`src/rtl/noc_traffic_node_pkg.sv`:
```
// noc_traffic_node_pkg: flit layout constants, state types and helpers for the traffic node
package noc_traffic_node_pkg;
  localparam int NOC_DATA_W = 32;
  localparam int NOC_ID_X_W = 4;
  localparam int NOC_ID_Y_W = 4;
  localparam int NOC_TEST_SEQ_W = 16;
  localparam logic [3:0] NOC_HEAD_H = 4'hA;
  localparam logic [3:0] NOC_HEAD_E = 4'h5;
  localparam logic [3:0] NOC_TAIL_H = 4'hC;
  localparam logic [3:0] NOC_TAIL_E = 4'h3;
  localparam int MARK_H_LSB = 28;
  localparam int MARK_E_LSB = 0;
  localparam int DEST_LSB = 12;
  typedef enum logic [2:0] {TX_IDLE, TX_HEAD, TX_BODY, TX_TAIL, TX_GAP, TX_DONE} tx_state_t;
  typedef enum logic {RX_HEAD, RX_BODY} rx_state_t;
  // Control flit: {H, src x, src y, dst x, dst y, type, order, len, E}
  function automatic logic [NOC_DATA_W-1:0] mk_ctl(input logic [3:0] h, input logic [3:0] e,
                                                   input logic [NOC_ID_X_W-1:0] x, input logic [NOC_ID_Y_W-1:0] y,
                                                   input logic [NOC_ID_X_W-1:0] dx, input logic [NOC_ID_Y_W-1:0] dy);
    return {h, x, y, dx, dy, 2'b00, 2'b00, 4'h0, e};
  endfunction
  function automatic logic [15:0] sat_add(input logic [15:0] v, input logic [1:0] n);
    logic [16:0] s;
    s = {1'b0, v} + {15'b0, n};
    return s[16] ? 16'hFFFF : s[15:0];
  endfunction
endpackage

```
`src/rtl/noc_traffic_checker.sv`:
```
// noc_traffic_checker: receive path that validates packet format and length and counts packets/errors
module noc_traffic_checker
  import noc_traffic_node_pkg::*;
#(
  parameter logic [NOC_ID_X_W-1:0] X_ID = '0,
  parameter logic [NOC_ID_Y_W-1:0] Y_ID = '0,
  parameter int PKT_BODY_FLITS = 1
) (
  input  logic                  noc_clk,
  input  logic                  noc_rst,
  input  logic                  receive_valid,
  output logic                  receive_ready,
  input  logic [NOC_DATA_W-1:0] receive_flit,
  input  logic                  receive_is_header,
  input  logic                  receive_is_tail,
  output logic [15:0]           rx_pkt_cnt,
  output logic [15:0]           rx_err_cnt
);
  rx_state_t r_state, w_next;
  logic [7:0] r_cnt;
  logic r_bad, r_ready;
  logic w_hs, w_hd, w_body, w_head_ok, w_tail_ok, w_body_ok;
  logic w_close_old, w_close_one, w_close_tail, w_drop, w_unused;
  logic [1:0] w_pkt_inc, w_err_inc;
  assign receive_ready = r_ready;
  assign w_hs = receive_valid && r_ready;
  assign w_hd = w_hs && receive_is_header;
  assign w_body = w_hs && r_state == RX_BODY && !receive_is_header && !receive_is_tail;
  assign w_head_ok = receive_flit[MARK_H_LSB +: 4] == NOC_HEAD_H && receive_flit[MARK_E_LSB +: 4] == NOC_HEAD_E &&
                     receive_flit[DEST_LSB +: NOC_ID_X_W + NOC_ID_Y_W] == {X_ID, Y_ID};
  assign w_tail_ok = receive_flit[MARK_H_LSB +: 4] == NOC_TAIL_H && receive_flit[MARK_E_LSB +: 4] == NOC_TAIL_E &&
                     int'(r_cnt) == PKT_BODY_FLITS;
  assign w_body_ok = receive_flit[15:0] == {8'h00, r_cnt};
  assign w_close_old = w_hd && r_state == RX_BODY;
  assign w_close_one = w_hd && receive_is_tail;
  assign w_close_tail = w_hs && receive_is_tail && !receive_is_header && r_state == RX_BODY;
  assign w_drop = w_hs && !receive_is_header && r_state == RX_HEAD;
  assign w_pkt_inc = {1'b0, w_close_old} + {1'b0, w_close_one} + {1'b0, w_close_tail};
  assign w_err_inc = {1'b0, w_close_old} + {1'b0, w_close_one} + {1'b0, w_close_tail && (r_bad || !w_tail_ok)} + {1'b0, w_drop};
  assign w_unused = ^receive_flit[27:20];
  // Packet framing state register
  always_ff @(posedge noc_clk or posedge noc_rst)
    if (noc_rst) r_state <= RX_HEAD;
    else r_state <= w_next;
  // Header opens a packet unless it is also a tail; a tail closes an open packet
  always_comb begin
    w_next = r_state;
    if (w_hd) w_next = receive_is_tail ? RX_HEAD : RX_BODY;
    else if (w_close_tail) w_next = RX_HEAD;
  end
  // Body index, per-packet error flag, ready and saturating counters
  always_ff @(posedge noc_clk or posedge noc_rst)
    if (noc_rst) begin
      r_ready <= 1'b0;
      r_cnt <= '0;
      r_bad <= 1'b0;
      rx_pkt_cnt <= '0;
      rx_err_cnt <= '0;
    end else begin
      r_ready <= 1'b1;
      r_cnt <= w_hd ? '0 : (w_body && r_cnt != 8'hFF) ? r_cnt + 8'd1 : r_cnt;
      r_bad <= w_hd ? !w_head_ok : (w_body && !w_body_ok) ? 1'b1 : r_bad;
      rx_pkt_cnt <= sat_add(rx_pkt_cnt, w_pkt_inc);
      rx_err_cnt <= sat_add(rx_err_cnt, w_err_inc);
    end
endmodule

```
`src/rtl/noc_traffic_node.sv`:
```
// noc_traffic_node: wormhole packet generator with an attached receive-side checker
module noc_traffic_node
  import noc_traffic_node_pkg::*;
#(
  parameter logic [NOC_ID_X_W-1:0] X_ID = '0,
  parameter logic [NOC_ID_Y_W-1:0] Y_ID = '0,
  parameter logic [NOC_ID_X_W-1:0] DEST_X_ID = '0,
  parameter logic [NOC_ID_Y_W-1:0] DEST_Y_ID = '0,
  parameter int PKT_BODY_FLITS = 1,
  parameter int PKT_COUNT = 51,
  parameter int GAP_CYCLES = 0
) (
  input  logic                  noc_clk,
  input  logic                  noc_rst,
  input  logic                  send_start,
  output logic                  sender_valid,
  input  logic                  sender_ready,
  output logic [NOC_DATA_W-1:0] sender_flit,
  output logic                  sender_is_header,
  output logic                  sender_is_tail,
  input  logic                  receive_valid,
  output logic                  receive_ready,
  input  logic [NOC_DATA_W-1:0] receive_flit,
  input  logic                  receive_is_header,
  input  logic                  receive_is_tail,
  output logic [15:0]           tx_pkt_cnt,
  output logic [15:0]           rx_pkt_cnt,
  output logic [15:0]           rx_err_cnt,
  output logic                  done
);
  tx_state_t r_state, w_next;
  logic [NOC_TEST_SEQ_W-1:0] r_pkt;
  logic [15:0] r_tx_cnt;
  logic [7:0] r_body, r_gap;
  logic w_hs, w_last;
  assign w_hs = sender_valid && sender_ready;
  assign w_last = int'(r_pkt) == PKT_COUNT - 1;
  assign tx_pkt_cnt = r_tx_cnt;
  assign done = r_state == TX_DONE;
  // Transmit state register
  always_ff @(posedge noc_clk or posedge noc_rst)
    if (noc_rst) r_state <= TX_IDLE;
    else r_state <= w_next;
  // Flit/flag outputs are pure functions of state so they hold while ready is low
  always_comb begin
    w_next = r_state;
    sender_valid = 1'b0;
    sender_flit = '0;
    sender_is_header = 1'b0;
    sender_is_tail = 1'b0;
    case (r_state)
      TX_IDLE: w_next = send_start ? TX_HEAD : TX_IDLE;
      TX_HEAD: begin
        sender_valid = 1'b1;
        sender_is_header = 1'b1;
        sender_flit = mk_ctl(NOC_HEAD_H, NOC_HEAD_E, X_ID, Y_ID, DEST_X_ID, DEST_Y_ID);
        if (sender_ready) w_next = PKT_BODY_FLITS == 0 ? TX_TAIL : TX_BODY;
      end
      TX_BODY: begin
        sender_valid = 1'b1;
        sender_flit = {r_pkt, 8'h00, r_body};
        if (sender_ready && int'(r_body) == PKT_BODY_FLITS - 1) w_next = TX_TAIL;
      end
      TX_TAIL: begin
        sender_valid = 1'b1;
        sender_is_tail = 1'b1;
        sender_flit = mk_ctl(NOC_TAIL_H, NOC_TAIL_E, X_ID, Y_ID, DEST_X_ID, DEST_Y_ID);
        if (sender_ready) w_next = w_last ? TX_DONE : GAP_CYCLES == 0 ? TX_HEAD : TX_GAP;
      end
      TX_GAP: w_next = int'(r_gap) == GAP_CYCLES - 1 ? TX_HEAD : TX_GAP;
      default: w_next = r_state;
    endcase
  end
  // Body index, gap timer, packet sequence and transmitted-packet counter
  always_ff @(posedge noc_clk or posedge noc_rst)
    if (noc_rst) begin
      r_pkt <= '0;
      r_body <= '0;
      r_gap <= '0;
      r_tx_cnt <= '0;
    end else begin
      r_body <= r_state == TX_BODY ? r_body + {7'b0, w_hs} : '0;
      r_gap <= r_state == TX_GAP ? r_gap + 8'd1 : '0;
      r_pkt <= r_pkt + {15'b0, r_state == TX_TAIL && w_hs};
      r_tx_cnt <= (r_state == TX_TAIL && w_hs) ? sat_add(r_tx_cnt, 2'd1) : r_tx_cnt;
    end
  noc_traffic_checker #(
    .X_ID(X_ID),
    .Y_ID(Y_ID),
    .PKT_BODY_FLITS(PKT_BODY_FLITS)
  ) u_checker (
    .noc_clk(noc_clk),
    .noc_rst(noc_rst),
    .receive_valid(receive_valid),
    .receive_ready(receive_ready),
    .receive_flit(receive_flit),
    .receive_is_header(receive_is_header),
    .receive_is_tail(receive_is_tail),
    .rx_pkt_cnt(rx_pkt_cnt),
    .rx_err_cnt(rx_err_cnt)
  );
endmodule

```
`config.mk`:
```
export PLATFORM = sky130hd
export DESIGN_NAME = noc_traffic_node
export DESIGN_NICKNAME = d
export VERILOG_FILES = /design/src/rtl/noc_traffic_node_pkg.sv /design/src/rtl/noc_traffic_checker.sv /design/src/rtl/noc_traffic_node.sv
export SDC_FILE = /design/constraint.sdc
export NUM_CORES = 1
export LEC_CHECK = 0
export CAP_MARGIN = 10
export CELL_PAD_IN_SITES_DETAIL_PLACEMENT = 0
export CELL_PAD_IN_SITES_GLOBAL_PLACEMENT = 2
export CORE_MARGIN = 4
export CORE_UTILIZATION = 27
export DETAILED_ROUTE_END_ITERATION = 10
export PLACE_DENSITY = 0.78
export SETUP_SLACK_MARGIN = 0.4
export SYNTH_ARGS = -nofsm -noshare
export SYNTH_HDL_FRONTEND = slang
export SYNTH_SLANG_ARGS = --single-unit
```
`constraint.sdc`:
```
create_clock -name noc_clk -period 3.25 [get_ports noc_clk]
set_input_delay 0.65 -clock noc_clk [delete_from_list [all_inputs] [get_ports noc_clk]]
set_output_delay 0.65 -clock noc_clk [all_outputs]
set_load 0.03 [all_outputs]
```
==> impl_metrics.ini <==
[worst_setup_path]
crit_required_ps = 3470
end_kind = flop
critPathKind = in -> reg
timing.rr.start = u_checker.receive_ready
cp_num_buf_inv = 6
critPathLaunchType = input port
cp_cell_sequence = buf_2, and3_4, nand2_4, inv_4, ha_4, inv_4, fa_2, inv_2, ha_4, fa_2, nand3_4, nor4_4, buf_4, nand3_4, buf_12, nand2b_1
cpPeakStageDelay_ps = 540
reg2reg_setup_slack_ps = 370
critPathMaxFanout = 7
cpMaxStageDelayCell = fa_2
reg2reg_depth = 15
cp_top_family = adder cells
r2r_end = u_checker.rx_err_cnt[1]
cp.arrival_ps = 3110

[drt]
drt_iter0_markers = 155
drt-pass1-iter-count = 4
drtAntennaViolNets = 0
wl_per_cell_um = 15.1
drc = 0
vias = 4248
wl_um = 13400
viasPerCell = 4.81

[floorplanning]
io_pins = 124
die_area_mm2 = 0.0201
initial_core_util_pct = 27.7
die_height_um = 142
rows = 48
coreArea_mm2 = 0.0174
die_x_um = 142

[final_layout]
nets = 708
area_growth_pct = 45.7
n_fill_cell = 1700
antenna_cells = 0
drive_above_1_share_pct = 19.1

[sta]
drv_slew = 0
fin_crit_ps = 2890
rsz0062_at_grt = yes
fin_setup_tns_ps = 0
fmax_ghz = 0.346
skew_ps = 7.06
setup_viol = 0
hold_viol = 0
min_period_over_period_pct = 88.9

[placed_design]
gp_congestion = 0.823
place_hpwl_um = 9650
port_buffers = 107

[clock_network]
hold_buffers = 0
cts.clk_slew.worst_paths_ps = 60
cts_sinks = 86
htreeDepth = 3
cts_tree = yes
numCtsBuffers = 9
clk_latency_ps = 340
cts.root.buffer_cell = clkbuf_16
clock_path_buffers = 2

[pwr]
ir_worst_vdd_mv = 0.372
power_mw = 4.01
p_per_area_mw_per_mm2 = 570
p_leak_nw = 3.31

[worst_hold_path]
hold_start = r_pkt[15]
hold_class = reg -> reg
holdPathEnd = r_pkt[15]
hold_depth = 1

[logic_synthesis]
synth_flop_cell = dfrtp_1
ys_seq_area_share_pct = 44.6
ys_warn_count = 0
synth_cell_types = 51
synthArstFlopShare_pct = 100
synth-edff-count = 0
post_synth.cell_area_avg_um2 = 9.51
ys_ff_latch = 86
synthesis.area_mm2 = 0.00483
syn_inst = 508

[grt]
antenna_found_initial = 0
grt_max_degree = 84
grt_pass1_wl_um = 22200
gr-total-overflow = 0
grtUsageTotal_pct = 13.6
grt_pass1_vias = 4369

[job]
maxCapViolCount = 0

[outcome]
status = completed
## worst max-delay path by stage
stage,startpoint,to,slack (ps),cells past startpoint
2_1_floorplan,receive_is_header,u_checker.rx_err_cnt[14],90,14
3_3_place_gp,receive_valid,u_checker.rx_err_cnt[14],-330,13
3_5_place_dp,receive_valid,u_checker.rx_err_cnt[14],-390,13
4_1_cts,receive_flit[3],u_checker.rx_err_cnt[14],320,13
5_1_grt,u_checker.receive_ready,u_checker.rx_err_cnt[1],280,15
6_report,receive_is_header,u_checker.rx_err_cnt[1],360,16
## sequential cells by signal, indices dropped and copies added (netlist names), 3 cells and up
register,cells
tx_pkt_cnt,16
r_body,8
u_checker.r_cnt,8
u_checker.rx_pkt_cnt,16
r_pkt,16
u_checker.rx_err_cnt,16
r_state,3
## report_power, final
group | switching (mW) | leakage (nW) | internal, mW
registers | 0.268 | 1.11 | 1.23
clock network | 0.455 | 0.149 | 0.621
logic | 0.826 | 2.05 | 0.614
## synth_stat cells, types with 6 or more instances
| cell | instances | area, um2 |
|---|---|---|
| a21oi_1 | 13 | 65.1 |
| a31oi_1 | 6 | 37.5 |
| and2_1 | 21 | 131 |
| and3_1 | 11 | 68.8 |
| buf_4 | 8 | 60.1 |
| clkbuf_1 | 6 | 22.5 |
| dfrtp_1 | 86 | 2150 |
| ha_1 | 12 | 150 |
| inv_1 | 20 | 75.1 |
| nand2_1 | 55 | 206 |
| nand2b_1 | 8 | 50.1 |
| nand3_1 | 31 | 155 |
| nand4_1 | 17 | 106 |
| nor2_1 | 45 | 169 |
| nor3_1 | 17 | 85.1 |
| nor4_1 | 19 | 119 |
| xnor2_1 | 33 | 289 |
| xor2_1 | 25 | 219 |
## timing repair
| item | CTS | global route |
|---|---|---|
| pin swaps | 13 | 6 |
| endpoints found under the setup margin | 55 | 44 |
| gates cloned | 0 | 1 |
| buffers inserted | 7 | 2 |
| resized for setup | 56 | 47 |
## placed cells by master, fill, tap and decap left out, types with 9 or more instances in the layout
master           netlist  routed
dfrtp_1               86      79
clkdlybuf4s50_1        0      75
nor2_1                45      43
nand2_1               55      41
xnor2_1               33      32
buf_4                  8      32
nand3_1               31      29
xor2_1                25      25
and2_1                21      21
nand4_1               17      17
nor4_1                19      17
inv_1                 20      15
nor3_1                17      15
dlygate4sd2_1          0      14
a21oi_1               13      12
dlymetal6s2s_1         0      11
and3_1                11      10
clkbuf_16              0      10
conb_1                 2       9
## per-layer routing
metal  vias up  share of wire [%]  GRT usage, %
li1       2057                  -             -
met4         0                1.4          4.49
met2       102                 51          23.7
met5         -                  0             0
met1      2078                 44          17.0
met3        11                4.3          2.19
## final cells by class
| cell class | count | area [um2] | share of cell area [%] |
|---|---|---|---|
| multi-input cells | 390 | 2790 | 39.6 |
| inverters | 20 | 83.8 | 1.19 |
| clock inverters | 6 | 68.8 | 0.978 |
| clock buffers | 10 | 239 | 3.40 |
| flip-flops and latches | 86 | 2160 | 30.7 |
| repair buffers | 146 | 1420 | 20.1 |
| well taps | 225 | 282 | 4.00 |
## through the flow
stage               instances  worst slack [ps]  util (%)  instance area [um2]  hold slack, ps
global placement          857              -326      37.1                 6460             483
detailed placement        857              -387      37.1                 6460             501
global route              883               281      40.4                 7040             526
finish                    883               360      40.4                 7040             509
CTS                       880               320      39.3                 6840             514
floorplan                 515              92.8         -                 4970             464
## worst reg2reg max path, cell delays in order (launching register included)
cell and delay (ps):
dfrtp_2 440, and3_4 170, nand2_4 70, inv_4 30, ha_4 260, inv_4 30
fa_2 540, inv_2 50, ha_4 150, fa_2 390, nand3_4 110, nor4_4 50
buf_4 150, nand3_4 90, buf_12 150, nand2b_1 70
## logic make-up after synthesis
| group | synth area share, % |
|---|---|
| AND/OR/NAND/NOR | 29.7 |
| flip-flops | 44.6 |
| XOR/XNOR | 10.5 |
| buffers and inverters | 3.78 |
| AO/OA/AOI/OAI | 5.10 |
| adder cells (fa/ha/maj) | 4.77 |
| multiplexers | 1.37 |
| other | 0.155 |
No activity file was read; power rests on OpenSTA's default activity.
==> patch 1, RTL diff (same flow settings) <==
Put a register stage on the output `rx_pkt_cnt`, with the module's reset. The value now appears one clock later. The other outputs are not delayed to match.
--- a/src/rtl/noc_traffic_node.sv
+++ b/src/rtl/noc_traffic_node.sv
@@ -28,6 +28,8 @@
   output logic [15:0]           rx_err_cnt,
   output logic                  done
 );
+
+  logic [15:0] rx_pkt_cnt_d;
   tx_state_t r_state, w_next;
   logic [NOC_TEST_SEQ_W-1:0] r_pkt;
   logic [15:0] r_tx_cnt;
@@ -96,8 +98,16 @@
     .receive_flit(receive_flit),
     .receive_is_header(receive_is_header),
     .receive_is_tail(receive_is_tail),
-    .rx_pkt_cnt(rx_pkt_cnt),
+    .rx_pkt_cnt(rx_pkt_cnt_d),
     .rx_err_cnt(rx_err_cnt)
   );
+  always_ff @(posedge noc_clk or posedge noc_rst) begin
+    if (noc_rst) begin
+      rx_pkt_cnt <= '0;
+    end else begin
+      rx_pkt_cnt <= rx_pkt_cnt_d;
+    end
+  end
+
 endmodule
 
Check against the original RTL: not equivalent (Yosys sat finds a counterexample within 4 cycles, from zero or initial values and one cycle with noc_rst high).
==> patch 1 against the original RTL <==
Die area grew 9.4%. Global-route usage shrank 1.3 points. Synthesized area grew 10%. Largest cell class unchanged. Sequential cell count grew 16. Clock skew shrank 0.0034 ns. Setup slack gained 0.019 ns. Wire length shrank 1.4%. Combinational power shrank 5%. Non-clock buffer count grew 4. Core utilization shrank 1.8 points. First-iteration DRC count grew 44%. Design area grew 6.5%. Critical path type unchanged. Total power grew 7.0%.
==> patch 1: results (changes against the original RTL) <==
============================================================================
Outcome                                                         finished, final reports clean
Uppermost metal layer occupied by signal nets                           met4
Worst ir drop on vdd                                                0.242 mV   -35%
Multi-input logic area                                          0.00280 mm^2   +0.63%
Post-synthesis cell type count                                            56   +9.8%
Final nets                                                               724   +2.3%
Non-clock inverter count in the final layout                              19   -5.0%
Most instantiated cells after synthesis                         dfrtp_1, nor2_1, nand2_1, xnor2_1, nand3_1
Iteration-0 DRC count of the detailed router                             223   +44%
Multiplexer share of the synthesized area                              1.55%   +0.18 points
Post-cts sizing count                                                     63   +13%
Length in cells of the worst reg-to-reg path                              14   -1
Data-path buffer share of cell area in the final layout                18.6%   -1.5 points
Placeable core region                                            0.0194 mm^2   +11%
Multi-input comb cells                                                   387   -0.77%
# clock sinks                                                            102   +19%
Wire length of the first global-routing pass                        22300 um   about the same
Setup fix buffers added after clock tree synthesis                         8   +1
WHS Path Cells                                                             0   -1
Post-synthesis share of cell area spent on xor and xnor gates          8.57%   -1.9 points
Min-Delay Startpoint                                            u_checker.rx_pkt_cnt[8]
Clk_skew                                                          0.00368 ns   -0.00338 ns
Post-detailed-placement cell area                               0.00693 mm^2   +7.3%
Final WL                                                            13200 um   -1.4%
Timing-limited maximum frequency                                     348 MHz   +0.66%
Aggregate global-route resource usage                                  12.2%   -1.3 points
Post-detail-place hpwl                                               9690 um   +0.48%
Slowest cell delay on critical path                                  0.57 ns   +0.03 ns
Crit path DAT                                                        3.06 ns   -0.05 ns
Met3 Use GR                                                            2.41%   +0.22 points
Met1 capacity usage during global routing                              15.6%   -1.5 points
Async set-or-reset flop fraction in the synthesized netlist             100%   unchanged
Fraction of the mapped netlist area in compound gates                  5.34%   +0.24 points
Number of global-route vias before repair                               4382   +0.30%
Start point of the critical path                                receive_valid
Mean number of vias per cell                                            4.62   -3.9%
Leading post-synthesis cells by cell area                       dfrtp_1, xnor2_1, nor2_1
Switching power share of the total                                     36.3%   -2.3 points
Share of layout cells above drive strength 1                           18.1%   -1.0 points
Number of signal-net buffers in the layout                               150   +2.7%
Place WS                                                           -0.313 ns   +0.0746 ns
Wire length on met3                                                   541 um   -4.8%
ClkCell Share                                                          4.44%   +0.067 points
Worst setup path endpoint                                       u_checker.rx_err_cnt[14]
Sequential area share after synthesis                                  48.0%   +3.5 points
Largest fanout on the critical path                                        4   -3
Maximum number of pins on one net before global-route repair              60   -29%
R2r setup slk                                                        0.39 ns   +0.02 ns
Post-synthesis adder-cell area fraction                                4.33%   -0.43 points
Leak                                                                 3.48 nW   +5.2%
Wire length on met2                                                  6650 um   -1.7%
RePlAce Congestion                                                     0.802   -2.5%
Fillers                                                                 1971   +16%
Worst hold path endpoint                                        rx_pkt_cnt[8]
Worst Hold Margin                                                   0.443 ns   -0.0653 ns
M1 wire length                                                       5780 um   -0.93%
Register area                                                   0.00255 mm^2   +18%
Met2 Resource Use GR                                                   20.9%   -2.8 points
============================================================================
patch 1: cell count changes after synthesis, moves of 5 or more:
cell     change
nor4_1       -6
mux2i_1      +5
dfrtp_1     +16
nor3_1       -6
xor2_1       -6
nand2_1      -8
patch 1: power groups by stage:
stage / Sequential (mW) / Clock [mW] / Combinational (mW)
global route: 1.77 / 1.29 / 1.50
finish: 1.73 / 1.19 / 1.37
detailed placement: 1.75 / 0 / 1.38
global placement: 1.74 / 0 / 1.36
CTS: 1.73 / 1.24 / 1.37
floorplan: 1.84 / 0 / 0.695
patch 1: per-stage QoR:
step | total power, mW | TNS (ns) | cells | util, %
2_1_floorplan | 2.53 | 0 | 529 | -
3_3_place_gp | 3.10 | -7.94 | 910 | 35.7
3_5_place_dp | 3.13 | -8.58 | 910 | 35.7
4_1_cts | 4.34 | 0 | 935 | 38.0
5_1_grt | 4.55 | 0 | 939 | 38.6
6_report | 4.30 | 0 | 939 | 38.6
==> patch 2, RTL diff (same settings) <==
Made on the original files. `PKT_COUNT`: 51 -> 25.
--- a/src/rtl/noc_traffic_node.sv
+++ b/src/rtl/noc_traffic_node.sv
@@ -7,7 +7,7 @@
   parameter logic [NOC_ID_X_W-1:0] DEST_X_ID = '0,
   parameter logic [NOC_ID_Y_W-1:0] DEST_Y_ID = '0,
   parameter int PKT_BODY_FLITS = 1,
-  parameter int PKT_COUNT = 51,
+  parameter int PKT_COUNT = 25,
   parameter int GAP_CYCLES = 0
 ) (
   input  logic                  noc_clk,
Formal check against the unedited RTL: no difference found for any inputs over 10 cycles, from zero or initial values and one cycle with noc_rst high; that may be too few to reach the edited logic, so the function may still have changed.
==> patch 2 against the original RTL <==
Critical path depth down 4. Sequential cell count is the same. Design area is 2.0% lower. Synthesized area down 1.6%. Wire length fell by 3.8%. Setup slack gained 0.0083 ns. Largest cell class unchanged.
Power is not compared: it rests on default switching activity, and its combinational part moved more than twofold at a synthesized area within 25%.
==> patch 2: results (changes against the original RTL) <==
======================================================================================================
Place WS                                                                                     -0.393 ns   -0.00518 ns
Maximum number of pins on one net before global-route repair                                        87   +3.6%
RePlAce Congestion                                                                               0.779   -5.4%
Aggregate global-route resource usage                                                            13.3%   -0.26 points
Multiplexer share of the synthesized area                                                        1.13%   -0.24 points
Fraction of the mapped netlist area in compound gates                                            5.89%   +0.79 points
Number of buffer cells added on primary ports                                                      107   unchanged
Number of antenna violations at the first check in global routing                                    0   unchanged
Post-synthesis adder-cell area fraction                                                          4.84%   +0.075 points
Met2 Resource Use GR                                                                             22.1%   -1.6 points
Wire length on met3                                                                             589 um   +3.7%
Wire length on met2                                                                            6240 um   -7.8%
Share of layout cells above drive strength 1                                                     18.2%   -0.97 points
Buffer cell driving the clock tree root                                                      clkbuf_16
M1 wire length                                                                                 5870 um   +0.63%
Met3 Use GR                                                                                      3.26%   +1.1 points
Wire length of the first global-routing pass                                                  21800 um   -2.0%
Clock transition at the register clock pins on the worst setup and hold paths after CTS        0.07 ns
Largest fanout on the critical path                                                                  3   -4
Post-cts sizing count                                                                               50   -11%
Post-synthesis cell type count                                                                      49   -3.9%
Iteration-0 DRC count of the detailed router                                                       164   +5.8%
Sequential area share after synthesis                                                            45.3%   +0.70 points
Met1 capacity usage during global routing                                                        17.5%   +0.42 points
Crit path DAT                                                                                  3.11 ns   about the same
Post-detail-place hpwl                                                                         9320 um   -3.4%
Yosys warns                                                                                          0   unchanged
Synthesized area per cell                                                                    9.45 um^2   -0.58%
Final WL                                                                                      12800 um   -3.8%
Post-synthesis share of cell area spent on xor and xnor gates                                    10.3%   -0.20 points
Uppermost metal layer occupied by signal nets                                                     met4
Final nets                                                                                         710   +0.28%
Number of global-route vias before repair                                                         4225   -3.3%
Clk_skew                                                                                     0.0136 ns   +0.00658 ns
TritonCTS buffer count                                                                               9   unchanged
Number of placed instances with taps included                                                      860   +0.35%
Mean number of vias per cell                                                                      4.72   -1.8%
Final cell count without fillers                                                                   885   +0.23%
Leading post-synthesis cells by cell area                                                 dfrtp_1, xnor2_1, nand2_1
Worst ir drop on vdd                                                                          0.324 mV
Outcome                                                                                   finished, final reports clean
Maximum count of clock buffers along a single path                                                   2   unchanged
Setup fix buffers added after clock tree synthesis                                                   5   -2
Most instantiated cells after synthesis                                                   dfrtp_1, nand2_1, nor2_1, xnor2_1, nand3_1
======================================================================================================
==> patch 2: kinds of logic (layout without fill, tap and decap cells) <==
| logic type | count (synthesis) | after routing |
|---|---|---|
| buffers and inverters | 43 | 192 |
| XOR/XNOR | 56 | 56 |
| other | 2 | 9 |
| AND/OR/NAND/NOR | 249 | 250 |
| adder cells (fa/ha/maj) | 16 | 16 |
| multiplexers | 5 | 5 |
| flip-flops | 86 | 86 |
| AO/OA/AOI/OAI | 46 | 46 |
==> patch 2: path summary, 6_finish.rpt <==
path	from	endpoint	slack [ns]	depth (start not counted)
worst max-delay path	receive_flit[1]	u_checker.rx_err_cnt[15]	0.37	12
worst min-delay path	r_pkt[15]	r_pkt[15]	0.50	1
max in group asynchronous	noc_rst	r_state[0]	2.07	3
min in group asynchronous	noc_rst	u_checker.rx_err_cnt[0]	0.80	3
worst min register to register	r_pkt[15]	r_pkt[15]	0.50	1
worst max register to register	u_checker.receive_ready	u_checker.rx_err_cnt[15]	0.37	13
==> patch 2: critical path, cell delays in order <==
cell	delay [ns]
dlygate4sd2_1	0.25
and4b_1	0.20
nand4_1	0.10
nand3_2	0.09
fa_1	0.59
inv_2	0.06
ha_4	0.16
fa_2	0.36
nand4_1	0.18
buf_4	0.15
o21ai_2	0.05
mux2_4	0.27
==> patch 2: cell type report <==
cell class                 instances  area [um^2]
tap                              225          282
inverter                          25         97.6
timing repair buffer             151         1380
multi-input combinational        382         2660
clock buffer                       9          225
sequential                        86         2160
clock inverter                     7         97.6
fill                            1714        10400
==> patch 2: per-stage QoR <==
step	util, %	area, um^2
floorplan	-	4880
global placement	36.9	6390
detailed placement	36.9	6390
CTS	39.2	6770
global route	39.9	6900
finish	39.9	6900
